<file path="config.mk">
export PLATFORM = sky130hd
export DESIGN_NAME = hazard_scoreboard
export DESIGN_NICKNAME = d
export VERILOG_FILES = /design/src/rtl/hazard_scoreboard.sv
export SDC_FILE = /design/constraint.sdc
export NUM_CORES = 1
export LEC_CHECK = 0
export CAP_MARGIN = 40
export CELL_PAD_IN_SITES_DETAIL_PLACEMENT = 0
export CELL_PAD_IN_SITES_GLOBAL_PLACEMENT = 2
export CORE_MARGIN = 4
export CORE_UTILIZATION = 30
export DETAILED_ROUTE_END_ITERATION = 8
export PLACE_DENSITY_LB_ADDON = 0.12
export SLEW_MARGIN = 20
export SYNTH_ARGS = -nofsm -noshare
export SYNTH_HDL_FRONTEND = slang
export SYNTH_SLANG_ARGS = --single-unit
</file>
<file path="constraint.sdc">
create_clock -name clk -period 2.67 [get_ports clk]
set_input_delay 0.534 -clock clk [delete_from_list [all_inputs] [get_ports clk]]
set_output_delay 0.534 -clock clk [all_outputs]
set_load 0.03 [all_outputs]
</file>
<file path="src/rtl/hazard_scoreboard.sv">
// hazard_scoreboard
//   Decode-stage hazard detector built on a per-register countdown scoreboard.
//   Each destination register carries a counter holding the number of further
//   issue cycles a reader of that register must stall. Producers load the
//   counter on issue. The value loaded depends on the forwarding mode and on
//   whether the producer is a load. Counters count down to zero. The whole
//   scoreboard holds while the pipeline is frozen.
//
// Ports
//   clk, rst       clock, synchronous active-high reset
//   id_valid       ID stage holds a real instruction
//   rn, rdm        source registers (rdm only when two_src=1)
//   dest, wb_en    destination register and its write enable
//   mem_r_en       ID instruction is a load
//   forward_en     forwarding mode for instructions issuing this cycle
//   flush          ID instruction squashed (no hazard, no issue)
//   freeze         memory stall; scoreboard and counter hold
//   hazard         combinational stall request for IF/ID
//   busy_vec       registered per-register "counter nonzero" flags
//   stall_cnt      saturating count of unfrozen cycles with hazard=1
module hazard_scoreboard #(
  parameter int REG_AW   = 4,
  parameter int WB_LAT   = 2,
  parameter int LOAD_LAT = 1,
  parameter int CNT_W    = 16
) (
  input  logic                   clk,
  input  logic                   rst,
  input  logic                   id_valid,
  input  logic [REG_AW-1:0]      rn,
  input  logic [REG_AW-1:0]      rdm,
  input  logic                   two_src,
  input  logic [REG_AW-1:0]      dest,
  input  logic                   wb_en,
  input  logic                   mem_r_en,
  input  logic                   forward_en,
  input  logic                   flush,
  input  logic                   freeze,
  output logic                   hazard,
  output logic [2**REG_AW-1:0]   busy_vec,
  output logic [CNT_W-1:0]       stall_cnt
);

  localparam int NREG   = 2**REG_AW;
  localparam int MAXLAT = (WB_LAT > LOAD_LAT) ? WB_LAT : LOAD_LAT;
  localparam int CW     = (MAXLAT < 1) ? 1 : $clog2(MAXLAT + 1);

  logic [CW-1:0] cnt     [NREG];
  logic [CW-1:0] cnt_nxt [NREG];
  logic [CW-1:0] load_val;
  logic          issue;

  always_comb begin
    hazard = id_valid & ~flush &
             ((cnt[rn] != '0) | (two_src & (cnt[rdm] != '0)));
    issue  = id_valid & ~flush & ~hazard & ~freeze;
  end

  always_comb begin
    if (!forward_en)
      load_val = CW'(WB_LAT);
    else if (mem_r_en)
      load_val = CW'(LOAD_LAT);
    else
      load_val = '0;
  end

  // A new producer overwrites the running count rather than taking the max:
  // with in-order issue the youngest writer is the one that matters.
  always_comb begin
    for (int unsigned i = 0; i < NREG; i++) begin
      cnt_nxt[i] = cnt[i];
      if (issue && wb_en && (dest == REG_AW'(i)))
        cnt_nxt[i] = load_val;
      else if (cnt[i] != '0)
        cnt_nxt[i] = cnt[i] - 1'b1;
    end
  end

  always_ff @(posedge clk) begin
    if (rst) begin
      for (int unsigned i = 0; i < NREG; i++)
        cnt[i] <= '0;
      busy_vec  <= '0;
      stall_cnt <= '0;
    end else if (!freeze) begin
      for (int unsigned i = 0; i < NREG; i++) begin
        cnt[i]      <= cnt_nxt[i];
        busy_vec[i] <= (cnt_nxt[i] != '0);
      end
      if (hazard && !(&stall_cnt))
        stall_cnt <= stall_cnt + 1'b1;
    end
  end

endmodule
</file>
## Yosys cells after proc, flatten, opt, wreduce, memory -nomap -nowiden

Memory sizes are Yosys's and may differ from the RTL's.
Index checks and enable logic that the tools add are counted.

- Register bits: 32
- RAM bits: 32
- ROM bits: 0
- Input port bits: 21
- Memories: 1
- Bits in latches: 0
- Word-level logic and storage cells: 171

Memory list:

| memory | words | width | read ports | clocked after memory_dff | write ports | line | text |
|---|---|---|---|---|---|---|---|
| cnt | 16 | 2 | 18 | 0 | 16 | 48 | `logic [CW-1:0] cnt [NREG];` |

- Bitwise operators: 25
- Shifts and indexed selects: 0
- Multiplexer cells: 55
- Multipliers: 0
- Add/sub/neg operators: 17
- Reduce and logical (&&, ||, !) cells: 56
- Order comparisons: 0
- Equal/unequal tests: 15
- Div/mod/pow operators: 0

Operator list:

| kind | count |
|---|---|
| 2-bit two-way mux | 49 |
| 2-bit nonzero test | 34 |
| 4-bit equality test (second input constant) | 8 |
| 2-bit by 1-bit subtractor with 2-bit output (second input constant) | 16 |
| 1-bit logical AND | 18 |
| 1-bit OR | 17 |
| 16-bit by 1-bit adder with 16-bit output (second input constant) | 1 |
| 4-bit by 3-bit equality test with 1-bit output (second input constant) | 4 |
| 16-bit AND reduction | 1 |
| 4-bit by 2-bit equality test with 1-bit output (second input constant) | 2 |
| 1-bit two-way mux | 6 |
| 1-bit AND | 5 |
| 4-bit by 1-bit equality test with 1-bit output (second input constant) | 1 |
| 4-bit zero test | 1 |
| 1-bit inverter | 3 |
| 2-bit AND reduction | 1 |
| 1-bit zero test | 1 |

## Depth between registers and ports, before layout

An unclocked memory read counts as a cell.

- Word-level depth: 12
- Mapped depth: 11
- Depth with buffers taken out: 7

## Worst setup path before layout

No wires, ideal clock.

- Kind: input to output
- From: input rdm[2]
- To: output hazard
- Stages: 8
- Setup slack: -0.691 ns
- Arrival time: 2.827 ns
- Path through: buf_6 -> mux4_2 -> o2bb2ai_1 -> a2111oi_2 -> buf_4 -> buf_2 -> nor2_1 -> nor3b_1

- Cells in the longest elaborated chain, start to end: 5

Ends and longest elaborated chain:

| what | line | text |
|---|---|---|
| start: declaration | 31 | `input logic [REG_AW-1:0] rdm,` |
| memory 16 x 2 bit | -- |  |
| 2-bit nonzero test | 55 | `((cnt[rn] != '0) \| (two_src & (cnt[rdm] != '0)));` |
| 1-bit AND | 55 |  |
| 1-bit OR | 55 |  |
| 1-bit AND | 54 | `hazard = id_valid & ~flush &` |
| end: declaration | 39 | `output logic hazard,` |

Every way passes these cells.

==> flow_metrics.env <==
export IMPL_drv_cap=0
export IMPL_first_iter_violations=222
export IMPL_final_max_slew_viol_count=0
export IMPL_grt_overflow=0
export IMPL_violations="negative setup slack"
export IMPL_cts_tree="done"
export IMPL_grt_pass1_vias=3549
export IMPL_yosys_top_cells_area="edfxtp_1, dfxtp_1, mux2i_1, nor2_1, nor3_1"
export IMPL_seq_area_frac_synth=0.440
export IMPL_ios=54
export IMPL_viasPerCell=5.23
export IMPL_wirelength_mm=12.5
export IMPL_fp_row_count=39
export IMPL_area_delta_synth_final_pct=61.6
export IMPL_gp_routability_congestion=0.831
export IMPL_total_power_mw=2.76
export IMPL_min_period_over_period=1.07
export IMPL_antenna_cells=0
export IMPL_port_buffers=53
export IMPL_wl_per_cell_um=18.0
export IMPL_grt_max_degree=34
export IMPL_synth_seq_cells=64
export IMPL_hold_path_class="register to register"
export IMPL_syn_avg_cell_area_um2=9.00
export IMPL_clk_pin_slew_ps=60
export IMPL_max_freq_mhz=349
export IMPL_rsz0062_at_grt="true"
export IMPL_cts_sinks=64
export IMPL_core_mm2=0.0117
export IMPL_status="complete, but fails checks"
export IMPL_cts_buffers=9
export IMPL_yosys_area_top_type_share=0.264
export IMPL_timing_final_crit_period_ps=2870
export IMPL_die_x_um=118
export IMPL_crit_path_start_kind="register"
export IMPL_ys_flop_type="edfxtp_1"
export IMPL_cp_end_kind="primary output"
export IMPL_synth_edf_count=32
export IMPL_worstMarginPinSlew_ps=448
export IMPL_vias=3627
export IMPL_cp_arrival_ps=2330
export IMPL_postRouteAntennaNets=0
export IMPL_crit_type="register to primary output"
export IMPL_synth_cell_types=48
export IMPL_place_hpwl_mm=8.44
export IMPL_synth_nets=426
export IMPL_fp_dieArea_mm2=0.0140
export IMPL_drive_gt1_frac=0.367
export IMPL_antenna_found_initial=0
export IMPL_yosysWarnings=0
export IMPL_async_flop_share=0
export IMPL_relSlewSlack=0.700
export IMPL_peakVddDrop_mv=0.327
export IMPL_setup_viol=19
export IMPL_grt_first_pass_wirelength_mm=19.1
export IMPL_layout_commonest_cell="buf_4"
export IMPL_holdBufCountCts=0
export IMPL_p_leak_nw=2.29
export IMPL_cp_required_ps=2140
export IMPL_die_height_um=118
export IMPL_dr_pass1_iters=5
export IMPL_fin_skew_ps=5.91
export IMPL_worstPathMaxFanout=3
export IMPL_start_util=0.312
export IMPL_grt_total_usage=0.173
export IMPL_nNetsFinal=568
export IMPL_yosys_area_top_type="edfxtp_1"
export IMPL_syn_inst=404
export IMPL_setup_slack_ps=-198
export IMPL_clockBufferDepth=2
export IMPL_mostFrequentLayoutCells="buf_4, clkdlybuf4s50_1, nor2_1"
export IMPL_drc_errors=0
export IMPL_clock_tree_htree_level_count=3
export IMPL_power_density_mw_per_mm2=470
export IMPL_clk_latency_ps=340
export IMPL_netlist_area_mm2=0.00364
export IMPL_finalHoldViolations=0
export IMPL_pre_cts_slack_ps=-688
export IMPL_cts_root_buffer="clkbuf_16"
state kept, by name, summed over array words and instances (netlist names):
name,count
stall_cnt,16
busy_vec,16
cnt,32
synth_stat cells, drive strengths merged, types with 2 or more instances:
| library cell | number |
|---|---|
| a31oi | 3 |
| inv | 17 |
| edfxtp | 32 |
| a21oi | 22 |
| clkbuf | 17 |
| a211oi | 2 |
| mux2i | 19 |
| nor3b | 4 |
| nor2b | 17 |
| o2111ai | 2 |
| buf | 7 |
| o211ai | 10 |
| a221o | 7 |
| mux2 | 10 |
| or3b | 6 |
| and2 | 5 |
| xor2 | 2 |
| or3 | 3 |
| or4 | 5 |
| nand2 | 34 |
| a31o | 2 |
| nor4 | 6 |
| nor2 | 47 |
| a2111oi | 3 |
| nand2b | 3 |
| nor4b | 3 |
| o21ai | 8 |
| nand3 | 10 |
| dfxtp | 32 |
| nor3 | 26 |
| o31ai | 4 |
| nand4 | 15 |
| and3 | 11 |
what timing repair did:
action,in CTS,in global routing
gates resized for setup,26,96
gates cloned,1,2
buffers inserted,5,18
setup endpoints to repair,64,65
pin swaps,5,33
worst paths after layout:
| kind | start | end | slack [ps] | depth (start not counted) |
|---|---|---|---|---|
| max | cnt[15][0] | hazard | -200 | 8 |
| min reg2reg | busy_vec[5] | busy_vec[5] | 470 | 2 |
| max reg2reg | cnt[15][0] | stall_cnt[5] | -120 | 11 |
| min | busy_vec[5] | busy_vec[5] | 470 | 2 |
power breakdown:
group,internal [mW],switching (mW)
clock network,0.704,0.440
registers,1.07,0.0343
logic,0.243,0.268
metrics by stage:
stage | TNS [ps] | std cells | hold slack, ps | utilization | instance area [um^2]
6_report | -987 | 694 | 471 | 0.504 | 5880
5_1_grt | -3590 | 694 | 497 | 0.504 | 5880
4_1_cts | -2280 | 674 | 476 | 0.454 | 5290
3_5_place_dp | -34250 | 652 | 465 | 0.417 | 4860
3_3_place_gp | -30890 | 651 | 456 | 0.416 | 4860
2_1_floorplan | -196 | 404 | 604 | - | 3670
worst max-delay path, stage by stage, from the launching register on:
cell and delay, ps:
edfxtp_1 390, nor2_2 70, mux4_2 500, o2bb2ai_4 150, a2111oi_4 340, buf_6 170, nor2_4 40, nor3b_4 180
buf_6 160
metal layers:
layer | up-vias | track usage | wire length [um] | share of wire
li1 | 1779 | - | - | -
met1 | 1766 | 0.231 | 5800 | 0.46
met2 | 72 | 0.278 | 6070 | 0.49
met3 | 10 | 0.0351 | 437 | 0.035
met4 | 0 | 0.0645 | 174 | 0.014
met5 | - | 0 | 0 | 0
area by class of cell:
class	count	area, um^2
Tap cell	143	179
Sequential cell	64	1600
Clock inverter	3	13.8
Multi-Input combinational cell	299	2330
Inverter	17	63.8
Timing Repair Buffer	155	1420
Fill cell	1111	5790
Clock buffer	13	272
cells by family after synthesis:
| family | synth area share |
|---|---|
| flip-flops | 0.440 |
| multiplexers | 0.0894 |
| XOR/XNOR | 0.00482 |
| AO/OA/AOI/OAI | 0.132 |
| AND/OR/NAND/NOR | 0.281 |
| adder cells (fa/ha/maj) | 0.00344 |
| buffers and inverters | 0.0488 |
(Power assumes the default switching activity.)
==> variant 1 (same settings) <==
`REG_AW`: 4 -> 5.
--- a/src/rtl/hazard_scoreboard.sv
+++ b/src/rtl/hazard_scoreboard.sv
@@ -20,5 +20,5 @@
 //   stall_cnt      saturating count of unfrozen cycles with hazard=1
 module hazard_scoreboard #(
-  parameter int REG_AW   = 4,
+  parameter int REG_AW   = 5,
   parameter int WB_LAT   = 2,
   parameter int LOAD_LAT = 1,
Ports: changed (resized busy_vec, dest, rdm and rn); port bits go from 54 to 73. No check against the original RTL was run, so the function may have changed too.
==> variant 1 against the original RTL <==
The flow still finishes with violations (negative setup slack); worst setup slack got worse by 0.14 ns; sequential cell count up 48; via count increased by 53%; area after synthesis up 69%; critical path depth rose by 1; die area grew 64%; cell area rose by 57%; maximum frequency shrank 4.5%; total power increased by 52%; routed wire length grew 63%; count of clock-buffer cells in the layout is 2 lower; clock skew rose by 0.0019 ns.
==> variant 1: results (changes against the original RTL) <==
* Biggest registers after layout: cnt (64), busy_vec (32), stall_cnt (16)
* Synth Area in Adders at 0.203% (-0.14 points)
* Final setup vio count at 108 (+89)
* # fillers at 1918 (+73%)
* Hold endpoint: busy_vec[24]
* Hold Path Depth at 1 (-1)
* M2 GR Usage at 28.7% (+0.94 points)
* R2r setup slk at -0.29 ns (-0.17 ns)
* Mux contribution to synthesized area at 12.4% (+3.4 points)
* Hold Startpoint: busy_vec[24]
* Reg2reg start: cnt[27][1]
* Minimum hold slack at 0.492 ns (+0.0205 ns)
* Gpl congestion at 0.818 (-1.6%)
* Metal2 WL at 9.56 mm (+57%)
* Worst r2r dst: cnt[11][0]
* Routed len/inst at 18.7 µm (+4.1%)
* Post-synth top area share at 31.2% (+4.8 points)
* Final worst slack at -0.334 ns (-0.136 ns)
* Initial drt markers at 304 (+37%)
* Worst-margin pin slew at 0.847 ns (+0.399 ns)
* Met1 Wirelength at 9.77 mm (+68%)
* Number of global-route vias before repair at 5471 (+54%)
* Synth area leaders: edfxtp_1 (31%), dfxtp_1 (16%), mux2i_1 (4.9%), nor2_1 (4.5%), nand2_1 (4.4%)
* Failing checks: negative setup slack
* First-pass GRT wire length at 31.4 mm (+65%)
* Worst slack at placement at -0.989 ns (-0.301 ns)
* Syn nets at 649 (+52%)
* Ratio of cells with drive above 1 in the final layout at 35.7% (-1.0 points)
* Outcome: finished with violations
* Number of synthesized flops with an enable pin at 64 (+100%)
* Post-Synth XOR/XNOR Area at 1.14% (+0.65 points)
* Sequential element share of the synthesized area at 46.8% (+2.7 points)
* Clk_lat worst skew at 0.36 ns (+0.02 ns)
* Clock transition at path regs at 0.08 ns (+0.02 ns)
* GR Util All Layers at 18.1% (+0.79 points)
* Unique masters post-synth at 51 (+6.3%)
* Post-layout nets at 836 (+47%)
* Worst r2r path cells at 13 (+2)
* Post-DP Area at 8150 µm² (+68%)
* Worst VDD drop at 308 µV (-5.6%)
* Leakage at 3.73 nW (+63%)
* Vias per inst at 5.09 (-2.5%)
* Clock skew at 0.00784 ns (+0.00193 ns)
## variant 1: changes by cell type after synthesis, sizes merged, moves of 11 or more
cell,change
nand2,+39
edfxtp,+32
nor2,+27
nand3,+18
a221o,+16
dfxtp,+16
or3,+16
mux2,+13
nand4,-12
mux2i,+11
nand2b,+11
## variant 1: logic make-up after synthesis
logic type,Yosys count
AOI/OAI and AO/OA,79
and+or+nand+nor,313
muxes,62
xor gates and xnor gates,8
adders and majority gates,1
DFF,112
buffers and inverters,49
## variant 1: layout make-up
| cell class | instances | area [µm²] | area share [%] |
|---|---|---|---|
| well taps | 270 | 338 | 3.65 |
| clock inverters | 5 | 42.5 | 0.460 |
| multi-input cells | 463 | 3730 | 40.4 |
| repair buffers | 210 | 1950 | 21.0 |
| inverters | 15 | 63.8 | 0.690 |
| flip-flops and latches | 112 | 2880 | 31.2 |
| clock buffers | 11 | 243 | 2.62 |
## variant 1: where the power goes
part	internal (mW)	total [mW]	leakage, nW	switching, mW
Combinational	0.431	0.884	2.50	0.453
Sequential	1.90	1.95	1.10	0.0553
Clock	0.668	1.36	0.136	0.690
## variant 1: critical path: stages
cell and delay (ns):
clkdlybuf4s15_2 0.24, buf_6 0.15, mux4_2 0.49, mux2_2 0.32, a2bb2oi_4 0.18, o211ai_4 0.10
buf_12 0.14, and3b_2 0.19, buf_6 0.13
## variant 1: through the flow
step                TNS, ns  power [mW]  instances
floorplan           -0.0862        2.34        624
global placement     -97.24        2.69       1044
detailed placement   -92.56        2.70       1045
CTS                  -20.14        4.19       1080
global route         -31.40        4.37       1086
finish               -20.13        4.20       1086
## variant 1: timing repair
item | in CTS | in global routing
gates resized for setup | 126 | 26
endpoints found under the hold margin | 0 | 0
setup endpoints to repair | 113 | 113
cloned | 1 | 2
pin swaps | 58 | 12
setup buffers | 18 | 4
==> variant 2 (same settings) <==
Made on the original files. Register the output `stall_cnt` once more, without a reset; this adds one clock of latency there. The other outputs are not delayed to match. Comments in the files are not updated.
--- a/src/rtl/hazard_scoreboard.sv
+++ b/src/rtl/hazard_scoreboard.sv
@@ -46,4 +46,6 @@
   localparam int CW     = (MAXLAT < 1) ? 1 : $clog2(MAXLAT + 1);
 
+  logic [CNT_W-1:0] stall_cnt_s0;
+
   logic [CW-1:0] cnt     [NREG];
   logic [CW-1:0] cnt_nxt [NREG];
@@ -83,5 +85,5 @@
         cnt[i] <= '0;
       busy_vec  <= '0;
-      stall_cnt <= '0;
+      stall_cnt_s0 <= '0;
     end else if (!freeze) begin
       for (int unsigned i = 0; i < NREG; i++) begin
@@ -89,8 +91,12 @@
         busy_vec[i] <= (cnt_nxt[i] != '0);
       end
-      if (hazard && !(&stall_cnt))
-        stall_cnt <= stall_cnt + 1'b1;
+      if (hazard && !(&stall_cnt_s0))
+        stall_cnt_s0 <= stall_cnt_s0 + 1'b1;
     end
   end
 
+  always_ff @(posedge clk) begin
+    stall_cnt <= stall_cnt_s0;
+  end
+
 endmodule
Formal check against the unedited RTL: not equivalent (a bounded check fails within 4 cycles, from zero or initial values and one cycle with rst high).
==> variant 2 against the original RTL <==
The run still ends with negative setup slack left; total power is 7.4% higher; area after synthesis up 9.7%; cell area rose by 2.3%; clock skew is 0.0015 ns higher; sequential cell count grew 16; worst setup slack improved by 0.057 ns; largest power group is now sequential cells; critical path depth stayed put; routed wire length shrank 2.9%; via count decreased by 1.7%; cell count increased by 1.2%.
==> variant 2: results (changes against the original RTL) <==
* Hold Startpoint: stall_cnt_s0[5]
* Bufs w/o clock at 135 (-13%)
* Final worst slack at -0.141 ns (+0.0569 ns)
* Final setup vio count at 9 (-10)
* Hold Path Depth at 0 (-2)
* CP startpoint: rdm[2]
* Non-clock buffer share at 21.3% (-2.9 points)
* Leakage at 2.26 nW (-1.4%)
* Vias at 3567 (-1.7%)
* Comb_multi_in at 292 (-2.3%)
* Hold endpoint: stall_cnt[5]
* GR Util All Layers at 16.2% (-1.1 points)
* Failing checks: negative setup slack
* Post-DP Area at 5230 µm² (+7.5%)
* Worst VDD drop at 392 µV (+20%)
* Minimum hold slack at 0.368 ns (-0.104 ns)
* Clock skew at 0.00737 ns (+0.00146 ns)
* Vias per inst at 5.08 (-2.8%)
* Syn-to-layout area delta at 50.6%
* Seq/total area at 32.0% (+4.7 points)
* Worst r2r dst: stall_cnt_s0[15]
* Drt pass-1 iters at 4 (-1)
* Cells after Synth at 402 (-0.50%)
* Gpl congestion at 0.787 (-5.3%)
* Logic inverters at 7 (-10)
* Tot Pwr at 2.97 mW (+7.4%)
* Unique masters post-synth at 49 (+2.1%)
* R2r setup slk at -0.08 ns (+0.04 ns)
* Outcome: finished with violations
* Switch share at 26.5% (-0.35 points)
* Post-layout nets at 547 (-3.7%)
## variant 2: cell count changes after synthesis, sizes merged, moves of 5 or more
cell,delta
nor2b,-9
a221o,+9
dfxtp,+16
inv,-10
buf,-5
nor3,-5
nand3b,+10
and2,+9
xor2,+5
or3,+5
a21oi,-9
and3,-8
## variant 2: cell families (layout without fill, tap and decap cells)
family,after synthesis,in the layout,share of synthesized area [%]
xor+xnor,8,8,1.76
buf+inv,30,158,3.01
mux,31,31,8.31
fa+ha+maj,1,1,0.314
simple gates,190,190,26.0
compound gates,62,62,12.4
flops,80,80,48.2
## variant 2: metal layers
layer / global-route usage, % / part of all wire [%] / up-vias
met2: 24.3 / 45 / 71
met3: 4.21 / 4.6 / 14
li1: - / - / 1756
met4: 4.36 / 1.1 / 0
met1: 23.2 / 50 / 1726
met5: 0 / 0 / -
## variant 2: what timing repair did
item,in CTS,in global routing
gates cloned,2,2
setup buffers,5,3
pin swaps,7,22
gates resized for setup,48,53
endpoints found under the setup margin,58,53
